### config.mk
export PLATFORM = sky130hd
export DESIGN_NAME = heartbeat_failover
export DESIGN_NICKNAME = d
export VERILOG_FILES = /design/src/rtl/heartbeat_failover.sv
export SDC_FILE = /design/constraint.sdc
export NUM_CORES = 1
export LEC_CHECK = 0
export BUFFER_PORTS_ARGS = -buffer_cell sky130_fd_sc_hd__buf_4
export CAP_MARGIN = 10
export CORE_MARGIN = 2
export CORE_UTILIZATION = 30
export DETAILED_ROUTE_END_ITERATION = 8
export GPL_TIMING_DRIVEN = 0
export SLEW_MARGIN = 25
export SYNTH_ARGS = -nofsm -noshare
export SYNTH_HDL_FRONTEND = slang
export SYNTH_SLANG_ARGS = --single-unit
### constraint.sdc
create_clock -name clk -period 2.29 [get_ports clk]
set_input_delay 0.1145 -clock clk [delete_from_list [all_inputs] [get_ports clk]]
set_output_delay 0.1145 -clock clk [all_outputs]
set_load 0.05 [all_outputs]
### src/rtl/heartbeat_failover.sv
// Redundant-CPU I/O ownership arbiter: per-channel heartbeat watchdogs feed a
// small FSM that picks the active CPU, fails over automatically and honours forced switches.
module heartbeat_failover #(
   parameter int N_CPU   = 2,
   parameter int CNT_W   = 16,
   parameter int TIMEOUT = 50000,
   parameter int HOLDOFF = 1000,
   localparam int SEL_W  = (N_CPU > 1) ? $clog2(N_CPU) : 1
) (
   input  logic             clk,
   input  logic             rst_n,
   input  logic [N_CPU-1:0] hb,
   input  logic             force_req,
   input  logic [SEL_W-1:0] force_sel,
   output logic [SEL_W-1:0] active_sel,
   output logic [N_CPU-1:0] active_onehot,
   output logic [N_CPU-1:0] healthy,
   output logic             all_fail,
   output logic             switch_pulse,
   output logic             force_err,
   output logic [1:0]       state
);

   localparam int HOLD_W = (HOLDOFF > 0) ? $clog2(HOLDOFF + 1) : 1;

   typedef enum logic [1:0] {
      ST_INIT = 2'd0,
      ST_RUN  = 2'd1,
      ST_HOLD = 2'd2,
      ST_FAIL = 2'd3
   } state_t;

   state_t              state_reg;
   logic [SEL_W-1:0]    active_sel_reg;
   logic [N_CPU-1:0]    active_onehot_reg;
   logic                all_fail_reg;
   logic                switch_pulse_reg;
   logic                force_err_reg;
   logic [HOLD_W-1:0]   hold_cnt_reg;
   logic [N_CPU-1:0]    healthy_vec;

   // Per-channel synchroniser, edge detector and saturating watchdog.
   genvar gi;
   generate
      for (gi = 0; gi < N_CPU; gi++) begin : g_ch
         logic             hb_meta_reg;
         logic             hb_sync_reg;
         logic             hb_prev_reg;
         logic [CNT_W-1:0] wd_cnt_reg;
         logic             ok_reg;

         always_ff @(posedge clk or negedge rst_n) begin
            if (!rst_n) begin
               hb_meta_reg <= 1'b0;
               hb_sync_reg <= 1'b0;
               hb_prev_reg <= 1'b0;
               wd_cnt_reg  <= CNT_W'(TIMEOUT);
               ok_reg      <= 1'b0;
            end else begin
               hb_meta_reg <= hb[gi];
               hb_sync_reg <= hb_meta_reg;
               hb_prev_reg <= hb_sync_reg;
               if (hb_sync_reg ^ hb_prev_reg)
                  wd_cnt_reg <= '0;
               else if (wd_cnt_reg < CNT_W'(TIMEOUT))
                  wd_cnt_reg <= wd_cnt_reg + 1'b1;
               ok_reg <= (wd_cnt_reg < CNT_W'(TIMEOUT));
            end
         end

         assign healthy_vec[gi] = ok_reg;
      end
   endgenerate

   function automatic int wrap_idx(input int v);
      return (v >= N_CPU) ? v - N_CPU : v;
   endfunction

   function automatic logic [N_CPU-1:0] onehot_of(input logic [SEL_W-1:0] sel);
      logic [N_CPU-1:0] v;
      v = '0;
      for (int i = 0; i < N_CPU; i++)
         if (int'(sel) == i) v[i] = 1'b1;
      return v;
   endfunction

   logic [SEL_W-1:0] cand_init, cand_run, cand_fail, target;
   logic             found_init, found_run, found_fail;
   logic             active_ok, force_ok, force_valid, go;

   // Lower search offsets are visited last so they win the priority.
   always_comb begin
      cand_init  = '0;
      found_init = 1'b0;
      cand_run   = '0;
      found_run  = 1'b0;
      active_ok  = 1'b0;
      force_ok   = 1'b0;
      for (int j = N_CPU - 1; j >= 0; j--) begin
         if (healthy_vec[j]) begin
            cand_init  = SEL_W'(j);
            found_init = 1'b1;
         end
      end
      for (int j = N_CPU - 1; j >= 1; j--) begin
         for (int i = 0; i < N_CPU; i++) begin
            if (healthy_vec[i] && (i == wrap_idx(int'(active_sel_reg) + j))) begin
               cand_run  = SEL_W'(i);
               found_run = 1'b1;
            end
         end
      end
      for (int i = 0; i < N_CPU; i++) begin
         if (int'(active_sel_reg) == i) active_ok = healthy_vec[i];
         if (int'(force_sel) == i)      force_ok  = healthy_vec[i];
      end
      // Leaving FAIL, the current index is tried after every other one.
      found_fail  = found_run | active_ok;
      cand_fail   = found_run ? cand_run : active_sel_reg;
      force_valid = force_req && force_ok && (force_sel != active_sel_reg);
   end

   always_comb begin
      go     = 1'b0;
      target = '0;
      case (state_reg)
         ST_INIT: begin
            go     = found_init;
            target = cand_init;
         end
         ST_RUN: begin
            if (force_valid) begin
               go     = 1'b1;
               target = force_sel;
            end else if (!active_ok) begin
               go     = found_run;
               target = cand_run;
            end
         end
         ST_FAIL: begin
            go     = found_fail;
            target = cand_fail;
         end
         default: begin
         end
      endcase
   end

   always_ff @(posedge clk or negedge rst_n) begin
      if (!rst_n) begin
         state_reg         <= ST_INIT;
         active_sel_reg    <= '0;
         active_onehot_reg <= '0;
         all_fail_reg      <= 1'b0;
         switch_pulse_reg  <= 1'b0;
         force_err_reg     <= 1'b0;
         hold_cnt_reg      <= '0;
      end else begin
         switch_pulse_reg <= 1'b0;
         force_err_reg    <= 1'b0;
         case (state_reg)
            ST_RUN: begin
               if (!force_valid) begin
                  force_err_reg <= force_req && (force_sel != active_sel_reg);
                  if (!active_ok && !found_run) begin
                     state_reg         <= ST_FAIL;
                     active_onehot_reg <= '0;
                     all_fail_reg      <= 1'b1;
                  end
               end
            end
            ST_HOLD: begin
               force_err_reg <= force_req;
               if (hold_cnt_reg != '0) hold_cnt_reg <= hold_cnt_reg - 1'b1;
               if (hold_cnt_reg <= HOLD_W'(1)) state_reg <= ST_RUN;
            end
            default: begin
            end
         endcase
         if (go) begin
            state_reg         <= ST_HOLD;
            active_sel_reg    <= target;
            active_onehot_reg <= onehot_of(target);
            switch_pulse_reg  <= 1'b1;
            all_fail_reg      <= 1'b0;
            hold_cnt_reg      <= HOLD_W'(HOLDOFF);
         end
      end
   end

   assign active_sel    = active_sel_reg;
   assign active_onehot = active_onehot_reg;
   assign healthy       = healthy_vec;
   assign all_fail      = all_fail_reg;
   assign switch_pulse  = switch_pulse_reg;
   assign force_err     = force_err_reg;
   assign state         = state_reg;

endmodule

Word-level counts from Yosys, hierarchy flattened
Cells that the tools add are included.
W data, S select, Z words.
Storage, ports and cells
  word-level logic and storage cells: 100
  RAM bits: 0
  output and inout port bits: 10
  register bits: 58
  input port bits: 6
  latch bits: 0
  memories kept: 0
  memory bits (read-only): 0
Cells by class
  add/sub/neg operators: 5
  $mul: 0
  magnitude comparators: 4
  reductions and logical operators: 21
  shifts and indexed selects: 0
  multiplexer cells: 41
  divide/modulo/power cells: 0
  eq/ne operators: 9
  bitwise gates (word level): 3
Operators by type and width (number)
  $mux W16: 4
  $add A16 B1 Y16 const B: 2
  $eq A2 B32 Y1 const A: 1
  $logic_not A32 Y1: 1
  $lt A16 B16 Y1 const B: 2
  $mux W32: 1
  $mux W10: 3
  $mux W1: 21
  $mux W2: 8
  $reduce_bool A2 Y1: 6
  $le A10 B1 Y1 const B: 1
  $reduce_bool A10 Y1: 1
  $sub A10 B1 Y10 const B: 1
  $ne A3 B3 Y1 const B: 3
  $logic_and A1 B1 Y1: 6
  $pmux W1 S3: 2
  $eq A2 B2 Y1 const B: 2
  $pmux W2 S2: 1
  $reduce_and A4 Y1: 1
  $reduce_and A3 Y1: 1
  $reduce_bool A3 Y1: 1
  $sub A2 B2 Y3 const B: 1
  $add A1 B1 Y2 const B: 1
  $eq A2 B1 Y1 const B: 1
  9 further kinds: 11

Logic depth before layout (Yosys ltp)
  depth in word-level cells: 13
  gate-level depth with buffers: 8
  depth with buffers taken out: 7

Worst setup path before layout
OpenSTA, ideal clock, no wires.
  path type: register -> register
  start point: reg state_reg[0], in the netlist state[0]
  end point: reg active_onehot_reg[1], in the netlist active_onehot[1]
  path buffers: 0
  stages on the path, launching flop included: 8
  library setup time: 0.118 ns
  setup slack: -0.001 ns
  arrival: 2.173 ns
  required time: 2.172 ns
  clock period less this slack: 2.291 ns
  path through: dfrtp_1 > inv_1 > ha_1 > nor4b_1 > a311oi_1 > o21ai_1 > inv_1 > a21o_1
On the way
  longest elaborated chain between the ends: 4
  elaborated cells on any way between the ends: 11
  those cells by class: eq/ne: 3; mux: 4; reduce/logical: 4
RTL lines
  start: declaration: line 33  | state_t state_reg;
  start signal: assignment: line 151  | state_reg <= ST_INIT;
  start signal: assignment: line 166  | state_reg <= ST_FAIL;
  start signal: assignment: line 175  | if (hold_cnt_reg <= HOLD_W'(1)) state_reg <= ST_RUN;
  $eq A2 B2 Y1, or another cell as far along: line 126  | case (state_reg)
  $pmux W1 S3 *: line 126
  named net go: line 89  | logic active_ok, force_ok, force_valid, go;
  $ne A2 B1 Y1 (no source line) / $reduce_bool A2 Y1 (equally long branches)
  $reduce_and A3 Y1 (no source line)
  end signal: assignment: line 183  | active_onehot_reg <= onehot_of(target);
  end: declaration: line 35  | logic [N_CPU-1:0] active_onehot_reg;
Mark *: on every way through the listed nets, which the timed path passes. The rest lies on a longest branch.
A chain may end at the register's enable or synchronous reset.

Worst setup path after layout
  start point: reg g_ch[0].wd_cnt_reg[8]
  end point: reg g_ch[0].wd_cnt_reg[14]
On the way
  longest elaborated chain between the ends: 3
  elaborated cells on any way between the ends: 5
  those cells by class: add/sub: 1; order compare: 1; mux: 2; reduce/logical: 1
RTL lines
  start: declaration: line 49  | logic [CNT_W-1:0] wd_cnt_reg;
  start signal: assignment: line 57  | wd_cnt_reg <= CNT_W'(TIMEOUT);
  start signal: assignment: line 66  | wd_cnt_reg <= wd_cnt_reg + 1'b1;
  $add A16 B1 Y16: line 66
  $mux W16: line 65  | else if (wd_cnt_reg < CNT_W'(TIMEOUT))
  $mux W16: line 63  | if (hb_sync_reg ^ hb_prev_reg)
Several ways; a longest one is shown, not always the timed one. The select of a mux whose other input is x is not followed.

==> flow_metrics.tcl <==
set metrics [dict create \
    ys.warnings.count 0 \
    routed_via_density 5.041 \
    required_ns 2.55 \
    synth_top_family_by_area "simple AND/OR/NAND/NOR gates" \
    grt-ovfl-total 0 \
    core-area_mm2 0.009774 \
    worst_pin_slew_ns 0.7310 \
    num-fill-cells 995 \
    clock_path_buffers 2 \
    largest_reg_flops 32 \
    p_comb_share_pct 4.9 \
    drcViolationCount 0 \
    path_clk_slew_ns 0.07 \
    gp_routability_congestion 0.8127 \
    p_int_mw 1.677 \
    grt_pass1_vias 2326 \
    pwr-share-clk_pct 45.6 \
    power_mw 2.169 \
    path_max_fanout 10 \
    rsz0062_at_grt "no" \
    grt_max_degree 59 \
    syn_nets 333 \
    grt_use_total_pct 12.08 \
    synthArstFlopShare_pct 100.0 \
    power.switching_mw 0.4921 \
    max_cap_viol_count 0 \
    fmax_mhz 470.1 \
    clockRootBuffer "clkbuf_8" \
    p_leak_nw 1.434 \
    ys_ff_latch 58 \
    synth.top_cell.area_share_pct 38.02 \
    synth_mux_area_share_pct 0.6612 \
    status "completed" \
    nets 362 \
    cts_buffers 9 \
    crit_type "reg2reg" \
    critical_path.cell_chain "and2_1 -> o21a_1 -> o211a_1 -> buf_6 -> clkbuf_1 -> o21ai_0 -> a21oi_1" \
    postLayoutCoreUtil_pct 36.44 \
    skew_ns 0.01753 \
    cp.arrival_ns 2.38 \
    ant_nets 0 \
    synth-compound-area-share_pct 17.23 \
    ir_drop_mv 0.2664 \
    r2r_cells 7 \
    drtPass1Iterations 4 \
    start_util_pct 30.98 \
    synth_cell_types 46 \
    synth_common_cells "46 x dfrtp_1, 29 x a21oi_1, 28 x nand2_1, 23 x nor2_1, 20 x o21ai_0" \
    grt_pass1_wl_um 10690 \
    switching_share_pct 22.68 \
    port-buffer-count 15 \
    die_h_um 104.5 \
    max_stage_delay_ns 0.55 \
    wl_per_cell_um 13.17 \
    critPathSlowestCell "dfstp_2" \
    start_kind "flip-flop" \
    die_w_um 104.5 \
    pwr-share-seq_pct 49.5 \
    clock_latency_ns 0.34 \
    setup_viol 0 \
    min_period_ns 2.127 \
    drive_gt1_share_pct 15.67 \
    synth_xor_area_share_pct 4.050 \
    synth_fa_ha_area_share_pct 4.132 \
    die-area_mm2 0.01091 \
    io_pins 16 \
    totalWireLength_um 6376 \
    area_growth_pct 17.64 \
    yosysTopAreaCell "dfrtp_1" \
    relSlewSlack_pct 51.27 \
    cts_tree "built" \
    clock-sinks 58 \
    hold_class "in2reg" \
    avgSynthCellArea_um2 9.552 \
    yosysMostFrequentCell "dfrtp_1" \
    num_rows 36 \
    yosysSeqAreaShare_pct 48.43 \
    initialDrtViolationCount 158 \
    hold_viol_final 0 \
    synth_area_leaders "dfrtp_1 38%, dfstp_2 10%, a21oi_1 4.8%" \
    min_path_cells 3 \
    cp-end-kind "flip-flop" \
    diodes 0 \
    synth_flop_cell "dfrtp_1" \
    synth_edf_count 0 \
    power_density_mw_per_mm2 609.0 \
    min_period_over_period_pct 92.89 \
    synthSimpleGateAreaFrac_pct 22.11 \
    postSynthCellCount 317 \
    antenna_found_initial 0 \
    vias 2440 \
    dp_hpwl_um 4176 \
    cts_htree_levels 3 \
    cts_setup_buffers 0 \
    synthesis.area_mm2 0.003028 \
    final_max_slew_viol_count 0 \
]
-- worst max-delay path, delay by kind of cell (launching register included) --
kind | cells | cell delay, ns
buffers and inverters | 2 | 0.56
and+or+nand+nor | 1 | 0.18
DFF | 1 | 0.55
AOI/OAI and AO/OA | 4 | 0.77
-- cell type report --
| class | count | area (um^2) | area share (%) |
|---|---|---|---|
| inverters | 13 | 48.80 | 1.370 |
| clock inverters | 2 | 35.03 | 0.9835 |
| well taps | 133 | 166.4 | 4.672 |
| repair buffers | 18 | 142.6 | 4.004 |
| clock buffers | 14 | 172.7 | 4.847 |
| multi-input cells | 236 | 1474 | 41.38 |
| plain buffers | 10 | 55.05 | 1.545 |
| flip-flops and latches | 58 | 1468 | 41.20 |
-- metal layers --
layer | global-route usage, % | part of all wire (%) | vias up
met5 | 0 | 0 | -
met4 | 5.695 | 0.64 | 0
met3 | 3.571 | 4.4 | 5
met2 | 17.51 | 44 | 49
met1 | 16.44 | 51 | 1168
li1 | - | - | 1218
-- stage by stage --
stage	area, um^2	setup slack, ns	hold WS (ns)	cells	setup TNS (ns)
after floorplan	3029	0.03569	-0.1811	317	0
after CTS	3553	0.02190	0.01352	484	0
after global routing	3562	0.008487	0.03901	484	0
after global placement	3308	-0.1939	0.2257	465	-1.048
final	3562	0.1627	0.03144	484	0
after detailed placement	3308	-0.1424	0.2251	465	-0.7722
-- layout by cell type, fill, tap and decap left out, types with 3 or more instances in the layout --
| cell type | instances |
|---|---|
| nand2_1 | 28 |
| nor3_1 | 4 |
| or3_1 | 13 |
| o31ai_1 | 7 |
| o211ai_1 | 3 |
| ha_1 | 10 |
| xor2_1 | 6 |
| o21a_1 | 6 |
| a21oi_1 | 28 |
| nor4_1 | 4 |
| clkbuf_1 | 7 |
| inv_1 | 13 |
| dlygate4sd3_1 | 3 |
| dfstp_2 | 12 |
| or4_1 | 13 |
| o21ai_0 | 20 |
| and3_1 | 8 |
| a2bb2oi_1 | 3 |
| nand4_1 | 4 |
| xnor2_1 | 8 |
| nand3_1 | 17 |
| buf_4 | 17 |
| clkbuf_8 | 12 |
| nor2_1 | 23 |
| and2_1 | 3 |
| dfrtp_1 | 45 |
-- repair_timing --
item | 4_1_cts | 5_1_grt
endpoints found under the setup margin | 9 | 8
resized for setup | 2 | 3
hold buffers | 3 | 0
hold endpoints to repair | 48 | 0
-- cells by family after synthesis --
family | count (synthesis)
buffers and inverters | 23
muxes | 2
adders and majority gates | 10
xor gates and xnor gates | 14
DFF | 58
AOI/OAI and AO/OA | 83
and+or+nand+nor | 127
-- power by group through the flow --
stage | Clock [mW] | Sequential, mW | Combinational, mW
3_5_place_dp | 0 | 1.09 | 0.104
5_1_grt | 1.05 | 1.08 | 0.124
2_1_floorplan | 0 | 1.09 | 0.0551
3_3_place_gp | 0 | 1.09 | 0.102
6_report | 0.990 | 1.07 | 0.106
4_1_cts | 1.02 | 1.07 | 0.108
-- path summary, 6_finish.rpt --
path	from	end	slack, ns
setup / recovery	g_ch[0].wd_cnt_reg[8]$_DFFE_PN1P_	g_ch[0].wd_cnt_reg[14]$_DFFE_PN1P_	0.16
hold / removal	force_req	force_err$_DFF_PN0_	0.03
setup reg to reg	g_ch[0].wd_cnt_reg[8]$_DFFE_PN1P_	g_ch[0].wd_cnt_reg[14]$_DFFE_PN1P_	0.16
hold reg to reg	g_ch[0].hb_meta_reg$_DFF_PN0_	g_ch[0].hb_sync_reg$_DFF_PN0_	0.35
max in group asynchronous	rst_n	state[0]$_DFFE_PN0P_	1.38
min in group asynchronous	rst_n	hold_cnt_reg[3]$_DFFE_PN0P_	0.38
(Power assumes the default switching activity.)
